**src/rtl/hazard_tnew_pipe.sv**
```systemverilog
// hazard_tnew_pipe: E/M/W-stage hazard bookkeeping (A3, RegWE, Tnew) feeding
// the stall controller, plus a saturating stall-cycle counter.
module hazard_tnew_pipe #(
  parameter int CNT_W = 32
) (
  input  logic             clk,
  input  logic             reset,
  input  logic             stall,
  input  logic [4:0]       IDA3,
  input  logic             IDRegWE,
  input  logic [1:0]       IDTnew,
  output logic [4:0]       DEA3,
  output logic             DERegWE,
  output logic [1:0]       DETnew,
  output logic [4:0]       EMA3,
  output logic             EMRegWE,
  output logic [1:0]       EMTnew,
  output logic [4:0]       MWA3,
  output logic             MWRegWE,
  output logic [1:0]       MWTnew,
  output logic [CNT_W-1:0] stall_cnt
);

  logic       id_we_norm;
  logic [1:0] de_tnew_dec;
  logic [1:0] em_tnew_dec;

  // Register $0 is never a real destination; Tnew decrements floor at zero.
  always_comb begin
    id_we_norm  = IDRegWE && (IDA3 != 5'd0);
    de_tnew_dec = (DETnew != 2'd0) ? DETnew - 2'd1 : 2'd0;
    em_tnew_dec = (EMTnew != 2'd0) ? EMTnew - 2'd1 : 2'd0;
  end

  // DE stage: capture decode instruction, or a bubble while stalled.
  always_ff @(posedge clk) begin
    if (reset || stall) begin
      DEA3    <= '0;
      DERegWE <= 1'b0;
      DETnew  <= '0;
    end else begin
      DEA3    <= IDA3;
      DERegWE <= id_we_norm;
      DETnew  <= IDTnew;
    end
  end

  // EM and MW stages always advance so bubbles drain.
  always_ff @(posedge clk) begin
    if (reset) begin
      EMA3    <= '0;
      EMRegWE <= 1'b0;
      EMTnew  <= '0;
      MWA3    <= '0;
      MWRegWE <= 1'b0;
      MWTnew  <= '0;
    end else begin
      EMA3    <= DEA3;
      EMRegWE <= DERegWE;
      EMTnew  <= de_tnew_dec;
      MWA3    <= EMA3;
      MWRegWE <= EMRegWE;
      MWTnew  <= em_tnew_dec;
    end
  end

  // Saturating count of stalled cycles.
  always_ff @(posedge clk) begin
    if (reset) begin
      stall_cnt <= '0;
    end else if (stall && (stall_cnt != '1)) begin
      stall_cnt <= stall_cnt + 1'b1;
    end
  end

endmodule
```
**config.mk**
```make
export PLATFORM = sky130hd
export DESIGN_NAME = hazard_tnew_pipe
export DESIGN_NICKNAME = d
export VERILOG_FILES = /design/src/rtl/hazard_tnew_pipe.sv
export SDC_FILE = /design/constraint.sdc
export NUM_CORES = 1
export LEC_CHECK = 0
export CAP_MARGIN = 20
export CORE_MARGIN = 8
export CORE_UTILIZATION = 45
export CTS_BUF_LIST = sky130_fd_sc_hd__clkbuf_4
export CTS_CLUSTER_SIZE = 14
export DETAILED_ROUTE_END_ITERATION = 8
export GPL_TIMING_DRIVEN = 0
export PLACE_DENSITY = 0.79
export SLEW_MARGIN = 20
export SYNTH_ARGS = -nofsm -noshare
export SYNTH_HDL_FRONTEND = slang
export SYNTH_SLANG_ARGS = --single-unit
```
**constraint.sdc**
```tcl
create_clock -name clk -period 2.09 [get_ports clk]
set_clock_uncertainty 0.15 [all_clocks]
set_input_delay 0.5225 -clock clk [delete_from_list [all_inputs] [get_ports clk]]
set_output_delay 0.5225 -clock clk [all_outputs]
set_load 0.05 [all_outputs]
```
==> results.json <==
{
  "status": "finished, final reports clean",
  "setup_ws_ns": 0.0262,
  "synthesis.area_mm2": 0.00242,
  "synth_cells": 258,
  "post-route-util_pct": 67.0,
  "clkTransAtPathRegs_ns": 0.17,
  "tns_ns": 0,
  "drv_cap": 0,
  "startpoint_type": "primary input",
  "pin_count": 67,
  "cp_max_fo": 10,
  "avgSynthCellArea_um2": 9.37,
  "wl_met2_um": 3480,
  "p_per_area_mw_per_mm2": 511,
  "cts_sinks": 56,
  "rsz0062_at_grt": "true",
  "core_area_mm2": 0.00514,
  "grt.overflow.total": 0,
  "yosysWarnings": 0,
  "p_int_w": 0.00126,
  "grt_first_pass_wirelength_um": 10500,
  "synthTopCellsByArea": "dfxtp_1 (46%), a21oi_1 (3.9%), nor2b_1 (3.6%)",
  "htreeDepth": 2,
  "r2r-start": "stall_cnt[23]",
  "p_sw_w": 0.000503,
  "fmax_mhz": 485,
  "synth_nets": 272,
  "yosysTopAreaCellShare_pct": 46.4,
  "max_slew_margin_pct": 60.3,
  "grt_pass1_vias": 2151,
  "viasPerCell": 5.52,
  "placed_area_mm2": 0.00329,
  "worst_pin_slew_ns": 0.581,
  "dieArea_mm2": 0.00798,
  "setup_viol": 0,
  "yosysTopAreaCell": "dfxtp_1",
  "crit_arrival_ns": 2.22,
  "final_area_mm2": 0.00345,
  "wl_um": 6840,
  "hp-class": "reg -> reg",
  "min_from": "EMTnew[0]",
  "gp_congestion": 0.825,
  "start_util_pct": 47.1,
  "whs_ns": 0.311,
  "leakage_nw": 1.44,
  "area_delta_synth_final_pct": 42.5,
  "fp-row-count": 26,
  "insertedDiodeCount": 0,
  "fin_nets": 356,
  "place.port_buffers": 66,
  "ir_drop_mv": 0.371,
  "die-height_um": 89.3,
  "switching_share_pct": 28.6,
  "cts_tree": "done",
  "cts_buffers": 5,
  "initialDrtViolationCount": 122,
  "dp.final_hpwl_um": 4960,
  "cts_root_buf": "clkbuf_4",
  "avgRoutedWirePerCell_um": 16.6,
  "wl_met1_um": 2870,
  "insertion_delay_ns": 0.39,
  "top_layer_used": "met4",
  "required_ns": 2.24,
  "yosysSeqAreaShare_pct": 46.4,
  "endpoint_kind": "flop",
  "detail-route-antenna-nets": 0,
  "drc": 0,
  "vias": 2280,
  "drive_gt1_share_pct": 24.8,
  "grt.total_usage_pct": 17.0,
  "period_share_pct": 98.7,
  "period_minus_slack_ns": 2.06,
  "critPathLaunch": "stall",
  "finalHoldViolCount": 0,
  "power.share.clock_pct": 29.3,
  "ys_types": 42,
  "dpl_worst_slack_ns": -0.755,
  "antenna_found_initial": 0,
  "die_w_um": 89.3,
  "crit_type": "in -> reg",
  "pwr-share-comb_pct": 10.0,
  "cts.path.max_buffers": 2,
  "dr.pass1.iters": 4,
  "synth-seq-cells": 56,
  "drv_slew": 0,
  "grt_max_degree": 20,
  "routed-wl-met3_um": 369,
  "p_seq_share_pct": 60.8
}
==> placed cells by master (no fill, tap or decap), drive strengths merged, types with 11 or more instances in the layout <==
cell type,instances
dfxtp,56
dlygate4sd2,55
buf,22
a21oi,19
nor2,15
nor2b,14
nand4,13
or3,12
o21ai,12
nand3,12
nand2,11
==> cell usage after synthesis, drive strengths merged <==
library cell  count
ha                3
dfxtp            56
a31oi             3
xor2              2
o211ai            2
nor2b            14
and2             10
or4b              1
and3              7
inv               7
nor4              2
mux2              2
o31ai             6
o2111ai           1
or3              12
buf              10
o311a             1
a21o              1
nand4            13
nand2            11
a211oi            2
or2               1
and4              4
a21oi            19
clkbuf            5
a311oi            1
xnor2             8
o31a              1
o21ai            12
a2111oi           1
o21a              1
nand3            12
nor2             15
and4bb            1
or4               7
nor3              4
==> power groups by stage <==
stage                     sequential (W)  clock (W)  combinational [W]
after floorplan                  0.00116          0          0.0000416
after global placement           0.00109          0           0.000179
after detailed placement         0.00110          0           0.000182
after CTS                        0.00107   0.000523           0.000177
after global routing             0.00107   0.000559           0.000185
final                            0.00107   0.000515           0.000175
==> sequential cells by signal, summed over array words and instances (netlist names) <==
signal	cells
DETnew	2
MWA3	5
stall_cnt	32
DERegWE	1
DEA3	5
MWRegWE	1
EMTnew	2
MWTnew	2
EMA3	5
EMRegWE	1
==> area by class of cell <==
type | count | area, um^2
clock inverters | 3 | 23.8
clock buffers | 5 | 37.5
well taps | 70 | 87.6
fillers | 444 | 1690
inverters | 7 | 26.3
plain buffers | 13 | 103
flip-flops and latches | 56 | 1220
multi-input cells | 180 | 1260
repair buffers | 79 | 684
==> critical path, stage by stage <==
cell and delay, ns:
clkdlybuf4s50_1 0.56, buf_2 0.29, inv_1 0.19, a31oi_4 0.25, nand3_1 0.11, mux2_2 0.28
==> cell families (layout without fill, tap and decap cells) <==
family	Yosys count	in the layout	share of synthesized area, %
multiplexers	2	2	0.931
buffers and inverters	22	107	5.38
flip-flops	56	56	46.4
AND/OR/NAND/NOR	114	114	29.4
adder cells (fa/ha/maj)	3	3	1.55
XOR/XNOR	10	10	3.62
AO/OA/AOI/OAI	51	51	12.8
==> what timing repair did <==
action,in CTS,in global routing
setup buffers,5,8
hold endpoints to repair,0,0
hold buffers,0,0
endpoints found under the setup margin,77,15
pin swaps,4,10
gates resized for setup,66,12
==> routing by layer <==
metal | vias to the layer above | global-route usage [%]
met5 | - | 0
met4 | 0 | 6.65
met3 | 12 | 3.58
met2 | 79 | 30.2
met1 | 1083 | 19.2
li1 | 1106 | -
==> through the flow <==
step,instances,power (W)
floorplan,258,0.00120
global placement,394,0.00127
detailed placement,394,0.00128
CTS,405,0.00177
global route,413,0.00182
finish,413,0.00176
==> worst paths after layout <==
kind | endpoint | slack [ns] | depth (start not counted)
worst min-delay path | MWTnew[0] | 0.31 | 1
worst min register to register | MWTnew[0] | 0.31 | 1
worst max-delay path | stall_cnt[17] | 0.03 | 6
worst max register to register | stall_cnt[19] | 0.03 | 8
Power figures use the tool's default switching activity.
